$ cat src/rtl/we_pkg.sv
`default_nettype none
// ============================================================================
//  Module      : we_pkg
//  Description : Shared types and step-word layout helpers for the task
//                sequencer.
//  Revision    : 1.0 - initial release
// ============================================================================
package we_pkg;

    typedef enum logic [2:0] {
        IDLE = 3'd0,
        FIRE = 3'd1,
        WAIT = 3'd2,
        NEXT = 3'd3,
        DONE = 3'd4
    } state_t;

    localparam int c_TRIG_LSB = 0;

    // Step word layout, LSB first: trig_mask[NCH], wait_mask[NCH], last.
    function automatic int step_w(input int nch);
        return 2 * nch + 1;
    endfunction

    function automatic int wait_lsb(input int nch);
        return c_TRIG_LSB + nch;
    endfunction

    function automatic int last_bit(input int nch);
        return 2 * nch;
    endfunction

endpackage
`default_nettype wire

$ cat src/rtl/we_step_ram.sv
`default_nettype none
// ============================================================================
//  Module      : we_step_ram
//  Description : Step table, synchronous write, asynchronous read, no reset.
//  Revision    : 1.0 - initial release
// ============================================================================
module we_step_ram #(
    parameter int DEPTH = 16,
    parameter int W     = 5,
    parameter int AW    = $clog2(DEPTH)
) (
    input  logic          clk,
    input  logic          i_wr_en,
    input  logic [AW-1:0] i_wr_addr,
    input  logic [W-1:0]  i_wr_data,
    input  logic [AW-1:0] i_rd_addr,
    output logic [W-1:0]  o_rd_data
);

    logic [W-1:0] r_mem [DEPTH];

    always_ff @(posedge clk) begin
        if (i_wr_en) begin
            r_mem[i_wr_addr] <= i_wr_data;
        end
    end

    assign o_rd_data = r_mem[i_rd_addr];

endmodule
`default_nettype wire

$ cat src/rtl/we_task_seq.sv
`default_nettype none
// ============================================================================
//  Module      : we_task_seq
//  Description : Multi-channel task sequencer replaying a host-programmed
//                trigger/wait step table for N loops.
//  Revision    : 1.0 - initial release
// ============================================================================
module we_task_seq
    import we_pkg::*;
#(
    parameter int NCH   = 2,
    parameter int DEPTH = 16,
    parameter int LW    = 16
) (
    input  logic                     clk,
    input  logic                     rst,
    input  logic                     cfg_wr,
    input  logic [$clog2(DEPTH)-1:0] cfg_addr,
    input  logic [2*NCH:0]           cfg_data,
    input  logic [LW-1:0]            n_loops,
    input  logic                     start,
    input  logic                     abort,
    input  logic [NCH-1:0]           done_in,
    output logic [NCH-1:0]           trig_out,
    output logic                     busy,
    output logic                     done,
    output logic [$clog2(DEPTH)-1:0] step_idx,
    output logic [LW-1:0]            loop_cnt,
    output logic                     cfg_err
);

    localparam int c_AW       = $clog2(DEPTH);
    localparam int c_SW       = step_w(NCH);
    localparam int c_WAIT_LSB = wait_lsb(NCH);
    localparam int c_LAST_BIT = last_bit(NCH);

    state_t          r_state, w_state_nx;
    logic [c_AW-1:0] r_step_idx, w_step_idx_nx;
    logic [LW-1:0]   r_loop_cnt, w_loop_cnt_nx;
    logic [LW-1:0]   r_n_loops, w_n_loops_nx;
    logic [NCH-1:0]  r_seen, w_seen_nx;
    logic            r_cfg_err, w_cfg_err_nx;

    logic            w_ram_we;
    logic [c_SW-1:0] w_step;
    logic [NCH-1:0]  w_trig_mask;
    logic [NCH-1:0]  w_wait_mask;
    logic            w_last;
    logic            w_loop_end;
    logic            w_covered;
    logic [LW-1:0]   w_loop_inc;

    assign w_ram_we = cfg_wr && (r_state == IDLE);

    we_step_ram #(
        .DEPTH (DEPTH),
        .W     (c_SW)
    ) u_step_ram (
        .clk       (clk),
        .i_wr_en   (w_ram_we),
        .i_wr_addr (cfg_addr),
        .i_wr_data (cfg_data),
        .i_rd_addr (r_step_idx),
        .o_rd_data (w_step)
    );

    assign w_trig_mask = w_step[c_TRIG_LSB +: NCH];
    assign w_wait_mask = w_step[c_WAIT_LSB +: NCH];
    assign w_last      = w_step[c_LAST_BIT];
    assign w_loop_end  = w_last || (r_step_idx == c_AW'(DEPTH - 1));
    // done_in is folded in combinationally so a done arriving on the exit edge counts.
    assign w_covered   = (((r_seen | done_in) & w_wait_mask) == w_wait_mask);
    assign w_loop_inc  = r_loop_cnt + LW'(1);

    always_comb begin
        w_state_nx    = r_state;
        w_step_idx_nx = r_step_idx;
        w_loop_cnt_nx = r_loop_cnt;
        w_n_loops_nx  = r_n_loops;
        w_seen_nx     = r_seen;
        w_cfg_err_nx  = r_cfg_err;

        case (r_state)
            IDLE: begin
                if (start) begin
                    w_n_loops_nx  = (n_loops == '0) ? LW'(1) : n_loops;
                    w_step_idx_nx = '0;
                    w_loop_cnt_nx = '0;
                    w_seen_nx     = '0;
                    w_cfg_err_nx  = 1'b0;
                    w_state_nx    = FIRE;
                end
            end
            FIRE: begin
                w_seen_nx  = done_in;
                w_state_nx = (w_wait_mask == '0) ? NEXT : WAIT;
            end
            WAIT: begin
                w_seen_nx = r_seen | done_in;
                if (w_covered) begin
                    w_state_nx = NEXT;
                end
            end
            NEXT: begin
                if (w_loop_end) begin
                    w_loop_cnt_nx = w_loop_inc;
                    if (w_loop_inc < r_n_loops) begin
                        w_step_idx_nx = '0;
                        w_state_nx    = FIRE;
                    end else begin
                        w_state_nx = DONE;
                    end
                end else begin
                    w_step_idx_nx = r_step_idx + c_AW'(1);
                    w_state_nx    = FIRE;
                end
            end
            DONE: begin
                w_state_nx = IDLE;
            end
            default: begin
                w_state_nx = IDLE;
            end
        endcase

        // Abort freezes the counters so the host can see where the sequence stopped.
        if (abort) begin
            w_state_nx    = IDLE;
            w_step_idx_nx = r_step_idx;
            w_loop_cnt_nx = r_loop_cnt;
            w_n_loops_nx  = r_n_loops;
            w_seen_nx     = r_seen;
            w_cfg_err_nx  = r_cfg_err;
        end

        if (cfg_wr && (r_state != IDLE)) begin
            w_cfg_err_nx = 1'b1;
        end
    end

    always_ff @(posedge clk) begin
        if (rst) begin
            r_state    <= IDLE;
            r_step_idx <= '0;
            r_loop_cnt <= '0;
            r_n_loops  <= '0;
            r_seen     <= '0;
            r_cfg_err  <= 1'b0;
        end else begin
            r_state    <= w_state_nx;
            r_step_idx <= w_step_idx_nx;
            r_loop_cnt <= w_loop_cnt_nx;
            r_n_loops  <= w_n_loops_nx;
            r_seen     <= w_seen_nx;
            r_cfg_err  <= w_cfg_err_nx;
        end
    end

    assign trig_out = (r_state == FIRE) ? w_trig_mask : '0;
    assign busy     = (r_state != IDLE);
    assign done     = (r_state == DONE);
    assign step_idx = r_step_idx;
    assign loop_cnt = r_loop_cnt;
    assign cfg_err  = r_cfg_err;

endmodule
`default_nettype wire

$ cat config.mk
export PLATFORM = sky130hd
export DESIGN_NAME = we_task_seq
export DESIGN_NICKNAME = d
export VERILOG_FILES = /design/src/rtl/we_pkg.sv /design/src/rtl/we_step_ram.sv /design/src/rtl/we_task_seq.sv
export SDC_FILE = /design/constraint.sdc
export NUM_CORES = 1
export LEC_CHECK = 0
export ABC_AREA = 1
export CORE_ASPECT_RATIO = 2
export CORE_MARGIN = 5
export CORE_UTILIZATION = 29
export CTS_BUF_LIST = sky130_fd_sc_hd__clkbuf_8
export DETAILED_ROUTE_END_ITERATION = 10
export DONT_BUFFER_PORTS = 1
export PLACE_DENSITY = 0.45
export SLEW_MARGIN = 20
export SYNTH_ARGS = -nofsm -noshare
export SYNTH_HDL_FRONTEND = slang
export SYNTH_SLANG_ARGS = --single-unit
$ cat constraint.sdc
create_clock -name clk -period 7.7 [get_ports clk]
set_clock_uncertainty 0.15 [all_clocks]
set_input_delay 2.31 -clock clk [delete_from_list [all_inputs] [get_ports clk]]
set_output_delay 2.31 -clock clk [all_outputs]
set_load 0.03 [all_outputs]
# [After elaboration in Yosys (flattened, before gate mapping)]
# Memory sizes are Yosys's and may differ from the RTL's. A register that Yosys moved wholly into a read port is not among the register bits.
# Index checks and enable logic that the tools add are counted.
# W data, S select, Z words.
[totals] in_bits=32 register_bits=42 n_memories=1 ramBits=80 latch_bits=0 mem_bits_ro=0
[mem_list] memory="u_step_ram.r_mem" words=16 width=5 read_ports=1 rd_clocked_by_memory_dff=1 wr=1 line="we_step_ram.sv:20" source="logic [W-1:0] r_mem [DEPTH];"
[op_classes] reduce_logical=18 eq_ne=11 bitwise=3 shifts=0 mul=0 add_sub_neg=2 div_mod_pow=0 n_lt_le_gt_ge=1 muxes=25
[ops] op="$mux W16" count=3
[ops] op="$pmux W16 S2" count=1
[ops] op="$mux W4" count=5
[ops] op="$add A16 B1 Y16 const B" count=1
[ops] op="$logic_not A16 Y1" count=1
[ops] op="$lt A16 B16 Y1" count=1
[ops] op="$mux W3" count=4
[ops] op="$pmux W3 S4" count=1
[ops] op="$reduce_and A3 Y1" count=3
[ops] op="$pmux W4 S2" count=1
[ops] op="$reduce_and A4 Y1" count=2
[ops] op="$mux W1" count=7
[ops] op="$eq A3 B2 Y1 const B" count=2
[ops] op="$ne A2 B2 Y1 const B" count=3
[ops] op="$pmux W2 S3" count=1
[ops] op="$reduce_bool A2 Y1" count=3
[ops] op="$reduce_bool A3 Y1" count=2
[ops] op="$add A4 B1 Y4 const B" count=1
[ops] op="$eq A4 B4 Y1 const B" count=1
[ops] op="$mux W2" count=2
[ops] op="$eq A3 B1 Y1 const B" count=1
[ops] op="$eq A3 B3 Y1 const B" count=1
[ops] op="$logic_not A3 Y1" count=1
[ops] op="$ne A3 B3 Y1 const B" count=1
[ops] op="other kinds (10)" count=11

# [Logic depth before layout (Yosys ltp)]
[depth] word_depth=7 mapped_depth=19 mapped_depth_nobuf=19

# [By module]
# From an unflattened synthesis, not the netlist that was laid out.
[unflattened] hier_cells=696 area_unflattened_um2=6084.6
[modules_own_cells] mod="we_step_ram" area_per_inst_um2=3582.2 seq_area_each_um2=2402.3 n_inst=1 cells_per_inst=352
[modules_own_cells] mod="we_task_seq" area_per_inst_um2=2502.4 seq_area_each_um2=840.8 n_inst=1 cells_per_inst=344

# [Worst setup path before layout]
# OpenSTA, ideal clock, no wires.
[synth_path] kind="register to output" startpoint="register with a tool-made name" endpoint="output port trig_out[0]" arrival_ns=1.757 path_stages_with_launch=9 t_required_ns=5.240 path_buffers=4 slack_ns=3.483 cell_sequence="dfxtp_1 buf_6 buf_4 buf_2 buf_2 o21ai_0 o221ai_1 nand3_1 a21oi_1"
[synth_lines] element="to (decl)" line="we_task_seq.sv:24" source="output logic [NCH-1:0] trig_out,"

==> flow_summary.json <==
{
  "yosys.area_share.adder_pct": 3.50,
  "antennaDiodeCount": 0,
  "netlist_top_cells_area": "edfxtp_1 40%, dfxtp_1 15%, nand2_1 9.6%",
  "post_synth_num_cell_types": 33,
  "dr_total_vias": 4531,
  "finalNetCount": 734,
  "maxSlewHeadroom_pct": 32.6,
  "hpwlAfterDp_mm": 13.0,
  "grt_setup_unrepaired": "false",
  "synth-seq-cells": 126,
  "timing.critical_path.required_ns": 5.24,
  "fin_hold_viols": 0,
  "port_buffers": 0,
  "cts_hold_buf": 0,
  "standby_leakage_power_uw": 0.00265,
  "tightestPinTransition_ns": 1.00,
  "worst_hold_path.num_cells": 2,
  "drt_drc_violations_left": 0,
  "drt_wl_total_mm": 17.0,
  "root_buffer": "clkbuf_8",
  "hold-path-endpoint": "r_seen[1]",
  "fin_crit_sh_pct": 66.9,
  "clock_tree_from_tritoncts": "done",
  "grt_antenna_before_repair": 0,
  "simple_gate_area_share_of_the_yosys_netlist_pct": 23.9,
  "cts_made_buffers": 17,
  "avgViaCountPerCell": 4.69,
  "power.share.combinational_pct": 10.1,
  "post_syn_area_um2": 6080,
  "clock_tree_sinks": 126,
  "detail-route-antenna-nets": 0,
  "setup_total_negative_slack_ns": 0,
  "stdcell_area_um2": 6720,
  "max_ir_drop_vdd_v": 0.0000996,
  "power_frac_clock_pct": 40.7,
  "worstSetupEndpointType": "primary output",
  "post-place-cells": 935,
  "achievable_freq_mhz": 194,
  "netlist.area_leader.share_pct": 39.5,
  "switching_share_pct": 26.6,
  "final_replace_weighted_congestion": 0.897,
  "ys_warn_count": 0,
  "firstDrtPassIters": 4,
  "minimum_setup_slack_among_reg_to_reg_paths_ns": 4.19,
  "rows": 75,
  "grt.overflow.total": 0,
  "crit_path_start_kind": "register",
  "drv.max_cap_violation_count": 0,
  "min-delay-start": "r_seen[1]",
  "multiplexer_share_of_the_synthesized_area_pct": 0,
  "clockBufferDepth": 2,
  "initial_utilization_pct": 29.2,
  "overall_die_area_um2": 24100,
  "worstPathMaxFanout": 23,
  "synth_area_per_cell_um2": 8.81,
  "grt_use_total_pct": 14.7,
  "power_density_nw_per_um2": 233,
  "mean_routed_wirelength_per_cell_um": 17.6,
  "setup.worst_path.class": "reg -> out",
  "cts_post_setup_buffers_inserted": 0,
  "postSynthCellCount": 690,
  "placedInstanceArea_um2": 6280,
  "setup_viol": 0,
  "grt_pass1_vias": 4896,
  "postSynthNetCount": 739,
  "clk_pin_slew_ns": 0.08,
  "synth-seq-area-share_pct": 54.7,
  "cts_htree_levels": 4,
  "largest_net_degree_at_the_start_of_global_routing": 44,
  "maxSlewViolCount": 0,
  "die_h_um": 215,
  "switchingPower_uw": 417,
  "final_period_demand_of_the_worst_path_ns": 5.15,
  "worst_ep_arrival_time_ns": 2.69,
  "synthesized_area_fraction_occupied_by_ao_oa_aoi_and_oai_cells_pct": 7.65,
  "worst_reg2reg_startpoint": "loop_cnt[0]",
  "synth_area_leader_cell": "edfxtp_1",
  "pin_count": 57,
  "worstSkewPairLatency_ns": 0.45,
  "p_int_uw": 1150,
  "worst_r2r_path_depth": 17,
  "post_synthesis_xor_xnor_area_fraction_pct": 2.30,
  "sequentialPowerShare_pct": 49.2,
  "die_width_um": 112,
  "flow.area_growth_from_synthesis_pct": 10.4,
  "worstHoldPathType": "reg -> reg",
  "run_status": "complete, no violations",
  "drive_gt1_share_pct": 7.89,
  "layoutNonFillerInstCount": 966,
  "wire_length_of_the_first_global_routing_pass_mm": 26.4,
  "cts_resized": 0,
  "synth_top_family_by_area": "simple AND/OR/NAND/NOR gates",
  "drt_iter0_drc": 229,
  "core-area_um2": 20800
}
==> state kept, by name, indices dropped and copies added (netlist names), named ones only <==
signal,count
cfg_err,1
loop_cnt,16
r_n_loops,16
r_seen,2
r_state,3
step_idx,4
u_step_ram.r_mem,80
==> cell type report <==
class / instances / area [um2]
Sequential cell: 126 / 3320
Inverter: 91 / 342
Multi-Input combinational cell: 448 / 2270
Clock buffer: 18 / 248
Fill cell: 2212 / 14100
Clock inverter: 13 / 189
Tap cell: 269 / 337
Timing Repair Buffer: 1 / 7.51
==> cell families (layout without fill, tap and decap cells) <==
group,after synthesis,count (layout)
DFF,126,126
adders and majority gates,17,17
xor gates and xnor gates,16,16
and+or+nand+nor,338,338
AOI/OAI and AO/OA,77,77
buffers and inverters,116,123
==> synth_stat cells <==
cell type	n
a21oi_1	21
clkbuf_2	1
a211oi_1	13
nand4_1	6
o21ai_0	28
dfxtp_1	46
nor3_4	2
nand2_2	6
xor2_1	15
edfxtp_1	80
nand2_1	155
nor2_2	2
inv_1	85
o21a_1	1
nor4_1	4
clkinv_1	1
nand2_4	1
nand3_1	49
a21oi_2	2
buf_2	11
o22ai_1	1
inv_2	5
buf_4	2
nor2_4	1
nor3_1	4
o221ai_1	7
clkbuf_1	7
o211ai_1	4
ha_1	17
buf_6	4
xnor2_1	1
nor2_1	103
nand3_2	5
==> metrics by stage <==
step / hold WS [ns] / total power, uW / setup WS (ns) / util, %
6_report: 0.299 / 1570 / 2.55 / 32.2
3_3_place_gp: 0.282 / 941 / 3.10 / 30.1
4_1_cts: 0.303 / 1590 / 2.48 / 32.2
5_1_grt: 0.336 / 1640 / 2.30 / 32.2
3_5_place_dp: 0.292 / 947 / 3.01 / 30.1
2_1_floorplan: 0.274 / 908 / 3.48 / -
==> power groups by stage <==
stage | logic, uW | registers, uW | clock network, uW
2_1_floorplan | 130 | 778 | 0
3_5_place_dp | 159 | 788 | 0
3_3_place_gp | 154 | 787 | 0
6_report | 158 | 771 | 638
4_1_cts | 160 | 772 | 657
5_1_grt | 181 | 774 | 687
==> how the worst max path moves through the flow <==
stage                       end  slack (ns)  cells past startpoint
global route        trig_out[1]        2.30                      5
floorplan           trig_out[0]        3.48                      8
detailed placement  trig_out[1]        3.01                      5
global placement    trig_out[1]        3.10                      5
finish              trig_out[1]        2.55                      5
CTS                 trig_out[1]        2.48                      5
==> layer usage <==
layer / global-route usage (%) / wire length, um / vias up / share of wire (%)
met3: 5.04 / 1010 / 32 / 5.9
met2: 29.1 / 9880 / 110 / 58
met4: 7.06 / 655 / 0 / 3.8
met5: 0 / 0 / - / 0
met1: 12.5 / 5480 / 2136 / 32
li1: - / - / 2253 / -
==> critical path: stages (launching register included) <==
cell and delay [ns]:
dfxtp_1 0.52, inv_1 0.61, o21ai_0 0.19, o221ai_1 0.20, o211ai_1 0.15, a21oi_1 0.57
==> placed cells by master (no fill, tap or decap), drive strengths merged, types with 7 or more instances in the layout <==
cell,Yosys,final
dfxtp,46,46
o221ai,7,7
a211oi,13,13
edfxtp,80,80
ha,17,17
nand2,162,162
a21oi,23,23
xor2,15,15
clkbuf,8,18
nand3,54,54
o21ai,28,28
inv,90,92
nor2,106,106
Note: power is estimated with default switching activity, not from simulation.
